[config.mk]
export PLATFORM = sky130hd
export DESIGN_NAME = boid_sprite_plotter
export DESIGN_NICKNAME = d
export VERILOG_FILES = /design/src/rtl/boids_pkg.sv /design/src/rtl/boid_sprite_plotter_box_sweeper.sv /design/src/rtl/boid_sprite_plotter.sv
export SDC_FILE = /design/constraint.sdc
export NUM_CORES = 1
export LEC_CHECK = 0
export BUFFER_PORTS_ARGS = -buffer_cell sky130_fd_sc_hd__buf_2
export CORE_MARGIN = 3
export CORE_UTILIZATION = 45
export CTS_BUF_LIST = sky130_fd_sc_hd__clkbuf_4 sky130_fd_sc_hd__clkbuf_8
export DETAILED_ROUTE_END_ITERATION = 16
export PLACE_DENSITY_LB_ADDON = 0.25
export SLEW_MARGIN = 20
export SYNTH_ARGS = -nofsm -noshare
export SYNTH_HDL_FRONTEND = slang
export SYNTH_SLANG_ARGS = --single-unit
[constraint.sdc]
create_clock -name clk -period 8.2 [get_ports clk]
set_input_delay 1.64 -clock clk [delete_from_list [all_inputs] [get_ports clk]]
set_output_delay 1.64 -clock clk [all_outputs]
set_load 0.03 [all_outputs]
[src/rtl/boids_pkg.sv]
// Shared definitions for the boid sprite plotter.
// Holds the plotter FSM state encoding, the default screen geometry and
// palette indices, and the coordinate typedefs used around the position RAM.
package boids_pkg;

    localparam int COORD_X_W  = 10;
    localparam int COORD_Y_W  = 9;
    localparam int SCREEN_W   = 640;
    localparam int SCREEN_H   = 480;
    localparam int BG_COLOR   = 31;
    localparam int BOID_COLOR = 42;

    typedef logic [COORD_X_W-1:0] coord_x_t;
    typedef logic [COORD_Y_W-1:0] coord_y_t;

    typedef enum logic [2:0] {
        IDLE,
        ERASE,
        FETCH,
        LATCH,
        DRAW,
        DONE
    } plot_state_t;

endpackage

[src/rtl/boid_sprite_plotter_box_sweeper.sv]
// box_sweeper: walks a BOX x BOX square (dy outer, dx inner) anchored at
// (base_x, base_y) and issues one framebuffer write per on-screen pixel.
// Ports:
//   clk, reset      clock, asynchronous active-low reset
//   start           one-cycle launch; base_x/base_y/color are taken this cycle
//   base_x, base_y  top-left corner of the square
//   color           palette index written for every pixel of this sweep
//   fb_ready        framebuffer accepts the presented write this cycle
//   fb_wen/fb_addr/fb_data  registered framebuffer write request
//   done            one-cycle pulse in the cycle the sweep finishes
module box_sweeper #(
    parameter int X_WIDTH    = 10,
    parameter int Y_WIDTH    = 9,
    parameter int SCREEN_W   = 640,
    parameter int SCREEN_H   = 480,
    parameter int BOX        = 3,
    parameter int PIX_ADDR_W = 19,
    parameter int COLOR_W    = 8
) (
    input  logic                  clk,
    input  logic                  reset,
    input  logic                  start,
    input  logic [X_WIDTH-1:0]    base_x,
    input  logic [Y_WIDTH-1:0]    base_y,
    input  logic [COLOR_W-1:0]    color,
    input  logic                  fb_ready,
    output logic                  fb_wen,
    output logic [PIX_ADDR_W-1:0] fb_addr,
    output logic [COLOR_W-1:0]    fb_data,
    output logic                  done
);

    localparam int                    CNT_W      = 3;
    localparam logic [CNT_W-1:0]      CNT_LAST   = CNT_W'(BOX - 1);
    localparam logic [X_WIDTH:0]      X_LIMIT    = (X_WIDTH + 1)'(SCREEN_W);
    localparam logic [Y_WIDTH:0]      Y_LIMIT    = (Y_WIDTH + 1)'(SCREEN_H);
    localparam logic [PIX_ADDR_W-1:0] ROW_STRIDE = PIX_ADDR_W'(SCREEN_W);

    logic                  active_reg;
    logic                  pending_reg;
    logic [CNT_W-1:0]      dx_reg, dy_reg;
    logic [X_WIDTH-1:0]    bx_reg;
    logic [Y_WIDTH-1:0]    by_reg;
    logic [COLOR_W-1:0]    color_reg;
    logic                  fb_wen_reg;
    logic [PIX_ADDR_W-1:0] fb_addr_reg;
    logic [COLOR_W-1:0]    fb_data_reg;

    logic                  slot_free;
    logic                  issue;
    logic [CNT_W-1:0]      cur_dx, cur_dy, dx_next, dy_next;
    logic [X_WIDTH-1:0]    cur_bx;
    logic [Y_WIDTH-1:0]    cur_by;
    logic [COLOR_W-1:0]    cur_color;
    logic [X_WIDTH:0]      px;
    logic [Y_WIDTH:0]      py;
    logic                  in_bounds;
    logic                  last_pixel;
    logic [PIX_ADDR_W-1:0] px_ext, py_ext, pix_addr;
    logic [PIX_ADDR_W-1:0] row_term [PIX_ADDR_W];

    // The output register may take a new pixel when it is empty or its
    // current write is being accepted; otherwise everything holds.
    assign slot_free = !fb_wen_reg || fb_ready;
    assign issue     = start || active_reg;

    // On the start cycle the first pixel is generated straight from the
    // launch inputs so the first write is registered without a setup cycle.
    assign cur_dx    = start ? '0 : dx_reg;
    assign cur_dy    = start ? '0 : dy_reg;
    assign cur_bx    = start ? base_x : bx_reg;
    assign cur_by    = start ? base_y : by_reg;
    assign cur_color = start ? color : color_reg;

    // One extra bit on the sums: a square hanging off the right/bottom edge
    // is clipped, never wrapped.
    assign px = {1'b0, cur_bx} + (X_WIDTH + 1)'(cur_dx);
    assign py = {1'b0, cur_by} + (Y_WIDTH + 1)'(cur_dy);

    assign in_bounds  = (px < X_LIMIT) && (py < Y_LIMIT);
    assign last_pixel = (cur_dx == CNT_LAST) && (cur_dy == CNT_LAST);

    always_comb begin
        dx_next = cur_dx + CNT_W'(1);
        dy_next = cur_dy;
        if (cur_dx == CNT_LAST) begin
            dx_next = '0;
            dy_next = cur_dy + CNT_W'(1);
        end
    end

    // Row offset y*SCREEN_W as a sum of shifted copies of y, one per set
    // bit of the stride constant.
    assign px_ext = PIX_ADDR_W'(px);
    assign py_ext = PIX_ADDR_W'(py);

    for (genvar gi = 0; gi < PIX_ADDR_W; gi++) begin : g_row_term
        if (ROW_STRIDE[gi]) begin : g_set
            assign row_term[gi] = py_ext << gi;
        end else begin : g_clr
            assign row_term[gi] = '0;
        end
    end

    always_comb begin
        pix_addr = px_ext;
        for (int k = 0; k < PIX_ADDR_W; k++) begin
            pix_addr = pix_addr + row_term[k];
        end
    end

    // Finished once the last pixel has left the counters and the output
    // register is either empty (last pixel clipped) or being accepted.
    assign done = pending_reg && !active_reg && slot_free;

    always_ff @(posedge clk or negedge reset) begin
        if (!reset) begin
            active_reg  <= 1'b0;
            pending_reg <= 1'b0;
            dx_reg      <= '0;
            dy_reg      <= '0;
            bx_reg      <= '0;
            by_reg      <= '0;
            color_reg   <= '0;
            fb_wen_reg  <= 1'b0;
            fb_addr_reg <= '0;
            fb_data_reg <= '0;
        end else begin
            if (start) begin
                bx_reg    <= base_x;
                by_reg    <= base_y;
                color_reg <= color;
            end
            if (issue && slot_free) begin
                fb_wen_reg  <= in_bounds;
                fb_addr_reg <= pix_addr;
                fb_data_reg <= cur_color;
                active_reg  <= !last_pixel;
                dx_reg      <= dx_next;
                dy_reg      <= dy_next;
            end else if (slot_free) begin
                fb_wen_reg <= 1'b0;
            end
            if (start) begin
                pending_reg <= 1'b1;
            end else if (done) begin
                pending_reg <= 1'b0;
            end
        end
    end

    assign fb_wen  = fb_wen_reg;
    assign fb_addr = fb_addr_reg;
    assign fb_data = fb_data_reg;

endmodule

[src/rtl/boid_sprite_plotter.sv]
// boid_sprite_plotter: per-frame framebuffer updater for the boids display.
// On frame_start it erases every square drawn last frame (from a shadow
// table of previous positions), then fetches each boid position from the
// position RAM and draws a BOX x BOX square in the boid colour.
// Ports:
//   clk, reset           clock, asynchronous active-low reset
//   frame_start          one pulse per frame; ignored (and counted) while busy
//   boid_count           boids to draw, clamped to NUM_BOIDS
//   pos_addr/pos_x/pos_y position RAM read port (1-cycle read latency)
//   fb_wen/fb_ready/fb_addr/fb_data  framebuffer write port with back-pressure
//   busy, frame_done     frame in progress / one-cycle completion pulse
//   overrun_cnt          saturating count of ignored frame_start pulses
module boid_sprite_plotter #(
    parameter int NUM_BOIDS  = 16,
    parameter int X_WIDTH    = 10,
    parameter int Y_WIDTH    = 9,
    parameter int SCREEN_W   = boids_pkg::SCREEN_W,
    parameter int SCREEN_H   = boids_pkg::SCREEN_H,
    parameter int BOX        = 3,
    parameter int PIX_ADDR_W = 19,
    parameter int COLOR_W    = 8,
    parameter int BG_COLOR   = boids_pkg::BG_COLOR,
    parameter int BOID_COLOR = boids_pkg::BOID_COLOR
) (
    input  logic                               clk,
    input  logic                               reset,
    input  logic                               frame_start,
    input  logic [$clog2(NUM_BOIDS+1)-1:0]     boid_count,
    output logic [$clog2(NUM_BOIDS)-1:0]       pos_addr,
    input  logic [X_WIDTH-1:0]                 pos_x,
    input  logic [Y_WIDTH-1:0]                 pos_y,
    output logic                               fb_wen,
    input  logic                               fb_ready,
    output logic [PIX_ADDR_W-1:0]              fb_addr,
    output logic [COLOR_W-1:0]                 fb_data,
    output logic                               busy,
    output logic                               frame_done,
    output logic [7:0]                         overrun_cnt
);

    import boids_pkg::*;

    localparam int AW = $clog2(NUM_BOIDS);
    localparam int CW = $clog2(NUM_BOIDS + 1);

    plot_state_t           state_reg, state_next;
    logic [CW-1:0]         idx_reg, idx_next, idx_inc;
    logic [CW-1:0]         n_reg, n_next;
    logic                  launched_reg, launched_next;
    logic [NUM_BOIDS-1:0]  valid_reg;
    logic [AW-1:0]         pos_addr_reg;
    logic [7:0]            overrun_reg;

    // Shadow of the positions drawn last frame; only the valid bits need reset.
    logic [X_WIDTH-1:0]    shadow_x_reg [NUM_BOIDS];
    logic [Y_WIDTH-1:0]    shadow_y_reg [NUM_BOIDS];

    logic [AW-1:0]         slot;
    logic                  valid_clear, valid_set;
    logic                  sw_start, sw_done;
    logic [COLOR_W-1:0]    sw_color;
    logic                  busy_int;

    assign slot     = idx_reg[AW-1:0];
    assign idx_inc  = idx_reg + CW'(1);
    assign busy_int = (state_reg != IDLE) && (state_reg != DONE);
    assign sw_color = (state_reg == DRAW) ? COLOR_W'(BOID_COLOR) : COLOR_W'(BG_COLOR);

    always_comb begin
        state_next    = state_reg;
        idx_next      = idx_reg;
        n_next        = n_reg;
        launched_next = launched_reg;
        sw_start      = 1'b0;
        valid_clear   = 1'b0;
        valid_set     = 1'b0;
        case (state_reg)
            IDLE: begin
                if (frame_start) begin
                    n_next        = (boid_count > CW'(NUM_BOIDS)) ? CW'(NUM_BOIDS) : boid_count;
                    idx_next      = '0;
                    launched_next = 1'b0;
                    state_next    = ERASE;
                end
            end
            ERASE: begin
                // launched_reg marks that the sweeper owns the current entry;
                // invalid entries cost a single cycle.
                if (idx_reg == CW'(NUM_BOIDS)) begin
                    valid_clear = 1'b1;
                    idx_next    = '0;
                    state_next  = (n_reg == '0) ? DONE : FETCH;
                end else if (!launched_reg) begin
                    if (valid_reg[slot]) begin
                        sw_start      = 1'b1;
                        launched_next = 1'b1;
                    end else begin
                        idx_next = idx_inc;
                    end
                end else if (sw_done) begin
                    launched_next = 1'b0;
                    idx_next      = idx_inc;
                end
            end
            FETCH: begin
                state_next = LATCH;
            end
            LATCH: begin
                valid_set  = 1'b1;
                state_next = DRAW;
            end
            DRAW: begin
                if (!launched_reg) begin
                    sw_start      = 1'b1;
                    launched_next = 1'b1;
                end else if (sw_done) begin
                    launched_next = 1'b0;
                    idx_next      = idx_inc;
                    state_next    = (idx_inc < n_reg) ? FETCH : DONE;
                end
            end
            DONE: begin
                state_next = IDLE;
            end
            default: begin
                state_next = IDLE;
            end
        endcase
    end

    always_ff @(posedge clk or negedge reset) begin
        if (!reset) begin
            state_reg    <= IDLE;
            idx_reg      <= '0;
            n_reg        <= '0;
            launched_reg <= 1'b0;
            valid_reg    <= '0;
            pos_addr_reg <= '0;
            overrun_reg  <= '0;
        end else begin
            state_reg    <= state_next;
            idx_reg      <= idx_next;
            n_reg        <= n_next;
            launched_reg <= launched_next;
            if (valid_clear) begin
                valid_reg <= '0;
            end else if (valid_set) begin
                valid_reg[slot] <= 1'b1;
            end
            // Address is registered on the way into FETCH so the RAM sees it
            // for the whole FETCH cycle and returns data during LATCH.
            if (state_next == FETCH && state_reg != FETCH) begin
                pos_addr_reg <= idx_next[AW-1:0];
            end
            if (frame_start && busy_int && overrun_reg != 8'hFF) begin
                overrun_reg <= overrun_reg + 8'd1;
            end
        end
    end

    always_ff @(posedge clk) begin
        if (valid_set) begin
            shadow_x_reg[slot] <= pos_x;
            shadow_y_reg[slot] <= pos_y;
        end
    end

    box_sweeper #(
        .X_WIDTH    (X_WIDTH),
        .Y_WIDTH    (Y_WIDTH),
        .SCREEN_W   (SCREEN_W),
        .SCREEN_H   (SCREEN_H),
        .BOX        (BOX),
        .PIX_ADDR_W (PIX_ADDR_W),
        .COLOR_W    (COLOR_W)
    ) u_sweeper (
        .clk      (clk),
        .reset    (reset),
        .start    (sw_start),
        .base_x   (shadow_x_reg[slot]),
        .base_y   (shadow_y_reg[slot]),
        .color    (sw_color),
        .fb_ready (fb_ready),
        .fb_wen   (fb_wen),
        .fb_addr  (fb_addr),
        .fb_data  (fb_data),
        .done     (sw_done)
    );

    assign pos_addr    = pos_addr_reg;
    assign busy        = busy_int;
    assign frame_done  = (state_reg == DONE);
    assign overrun_cnt = overrun_reg;

endmodule

==> qor.yml <==
status: "finished, final reports clean"
ys_types: 78
top_layer: "met5"
wl_met1_mm: 16.3
clock_skew_ns: 0.0228
reg2reg_slack_ns: 1.30
startpoint_type: "flop"
drive_above_1_share_pct: 26.6
hold_depth: 2
placed_cells: 1623
slowest_delay_ns: 0.80
final_core_util_pct: 51.9
fin_nets: 1243
placed_cell_area_sq_um: 18400
grt_overflow: 0
syn_avg_cell_area_sq_um: 16.4
port_buffers: 69
ant_nets: 0
grt_setup_unrepaired: "no"
post-cts-setup-buffers: 0
hold_violations: 0
largest_reg_flops: 160
viasPerCell: 5.47
first_pass_iters: 5
required_ns: 8.66
tightest_slew_ns: 1.03
synth-seq-cells: 409
track_usage_pct: 18.4
cts_hold_buffers: 0
synth_edf_count: 304
timing.rr.end: "u_sweeper.fb_addr[17]"
synth_nets: 1128
core_sq_um: 38000
finalNonFillerCells: 1735
dp_hpwl_mm: 22.2
peakVddDrop_mv: 0.190
cts_tree: "yes"
syn2layout_area_growth_pct: 12.7
grt_max_degree: 70
cts_root_buf: "clkbuf_8"
slew_headroom_pct: 31.2
ys_async_sr_fraction_pct: 25.7
routabilityCongestion: 0.802
hold_class: "reg2reg"
nFillCells: 3198
htree_levels: 3
dieWidth_um: 203
final_area_sq_um: 19800
die_area_sq_um: 41400
p_leak_nw: 7.31
slew_violations: 0
finalCritPeriodShare_pct: 84.1
worstSetupPathType: "reg2reg"
rr_worst_depth: 29
clkTransAtPathRegs_ns: 0.06
antenna_found_initial: 2
first_iter_violations: 697
multiInputGateArea_sq_um: 5410
syn_inst: 1067
setup_viol: 0
drc_errors: 0
worstSetupEndpoint: "u_sweeper.fb_addr[17]"
powerDensity_nw_per_um2: 361
ys_warn_count: 0
clock-sinks: 409
clk_path_buf_depth: 3
clk_latency_ns: 0.60
syn_area_sq_um: 17500
ioPinCount: 70
max_freq_mhz: 145
cts_buffers: 68
endpoint_kind: "flop"
regArea_sq_um: 11800
drv_cap: 0
met3_wirelength_mm: 2.14
totalWireLength_mm: 37.0
start_util_pct: 46.1
finalSetupTns_ns: 0
synth_flop_cell: "edfxtp_1"
worst_path_max_delay_cell: "dfrtp_4"
vias: 9494
crit_path_frequent_cell: "ha_1"
post-route-min-period_ns: 6.90
die_h_um: 203
grt_pass1_vias: 9665
seq_area_frac_synth_pct: 67.1
worstPathArrival_ns: 7.36
met2_length_mm: 17.7
regToRegStartpoint: "idx_reg[0]"
cts_resized: 0
grt_first_pass_wirelength_mm: 57.4
drt-wirelength-per-cell_um: 21.3
startpoint: "idx_reg[0]"
cp_max_fo: 35
std_cell_rows: 71
holdWs_ns: 0.470
-- per-stage QoR --
step | worst slack [ns] | power (mW)
after global placement | 1.40 | 5.43
after global routing | 0.627 | 7.63
after floorplan | 1.39 | 4.81
after detailed placement | 1.28 | 5.44
after CTS | 1.25 | 7.22
final | 1.30 | 7.13
-- report_power, final --
| group | switching (mW) | internal (mW) | leakage (nW) |
|---|---|---|---|
| clock network | 0.768 | 0.979 | 0.690 |
| registers | 0.179 | 2.43 | 4.03 |
| logic | 1.58 | 1.19 | 2.59 |
| total | 2.52 | 4.60 | 7.31 |
-- cell type report --
class                           instances  share of cell area (%)
Inverter                               31                   0.589
Sequential cell                       409                    59.6
Clock inverter                         15                   0.672
Multi-Input combinational cell        581                    27.4
Antenna cell                            1                  0.0127
Timing Repair Buffer                   91                    2.60
Tap cell                              511                    3.24
Clock buffer                           96                    5.93
-- cells by family after synthesis --
family	synth area share (%)
muxes	13.6
DFF	67.1
xor gates and xnor gates	1.98
and+or+nand+nor	6.52
adders and majority gates	2.54
other	0.0214
AOI/OAI and AO/OA	5.68
buffers and inverters	2.57
-- how the worst min path moves through the flow --
stage / end / slack, ns / startpoint
finish: u_sweeper.fb_addr[9] / 0.47 / u_sweeper.fb_addr[9]
global route: u_sweeper.color_reg[3] / 0.49 / u_sweeper.color_reg[3]
CTS: u_sweeper.color_reg[1] / 0.47 / u_sweeper.color_reg[1]
detailed placement: u_sweeper.color_reg[1] / 0.45 / u_sweeper.color_reg[1]
global placement: u_sweeper.color_reg[1] / 0.45 / u_sweeper.color_reg[1]
floorplan: u_sweeper.color_reg[1] / 0.44 / u_sweeper.color_reg[1]
-- worst max-delay path, delay by kind of cell (launching register included) --
kind	cells	cell delay [ns]
XOR/XNOR	3	0.36
adder cells (fa/ha/maj)	6	1.78
buffers and inverters	2	0.49
AND/OR/NAND/NOR	7	1.28
flip-flops	1	0.80
AO/OA/AOI/OAI	10	1.90
multiplexers	1	0.11
-- per-layer routing --
metal	vias up	global-route usage, %
li1	4342	-
met1	4804	25.8
met5	-	0
met4	2	6.07
met3	69	4.23
met2	277	28.7
-- cells in the mapped netlist (9+ instances only) --
cell | count | area (sq um)
a31oi_1 | 14 | 87.6
nand2_1 | 123 | 462
clkbuf_1 | 19 | 71.3
a22oi_1 | 14 | 105
mux4_2 | 78 | 1760
buf_6 | 10 | 113
a21o_1 | 9 | 67.6
nand3_1 | 11 | 55.1
mux2i_1 | 13 | 130
dfrtp_1 | 105 | 2630
mux4_1 | 12 | 315
ha_1 | 30 | 375
xor2_1 | 14 | 123
edfxtp_1 | 304 | 9130
mux2_2 | 13 | 146
a21oi_1 | 24 | 120
inv_1 | 30 | 113
o21a_1 | 17 | 128
xnor2_1 | 22 | 193
o21ai_0 | 37 | 185
nor2_1 | 44 | 165
nand2b_1 | 14 | 87.6
-- placed cells by master (no fill, tap or decap), types with 4 or more instances in the layout --
cell type and count:
a31oi_1 14, nor2_1 32, inv_1 30, nand2b_1 14, ha_1 30, o21ai_0 37
nand2_1 123, nor3_1 4, nor2_2 6, o211ai_1 4, xor2_1 14, dfrtp_1 103
xnor2_1 22, mux4_1 12, mux2_2 13, clkbuf_8 72, mux2i_1 13, and2_1 5
nor3_2 4, nor2_4 6, and3_1 4, o21a_1 17, buf_4 23, a21oi_1 24
clkinv_1 7, nand3_1 11, buf_2 68, a22oi_1 14, mux4_2 78, edfxtp_1 304
clkbuf_4 24, nor2b_1 7, a21o_1 9, nand4_1 4
No activity file was read; power rests on OpenSTA's default activity.
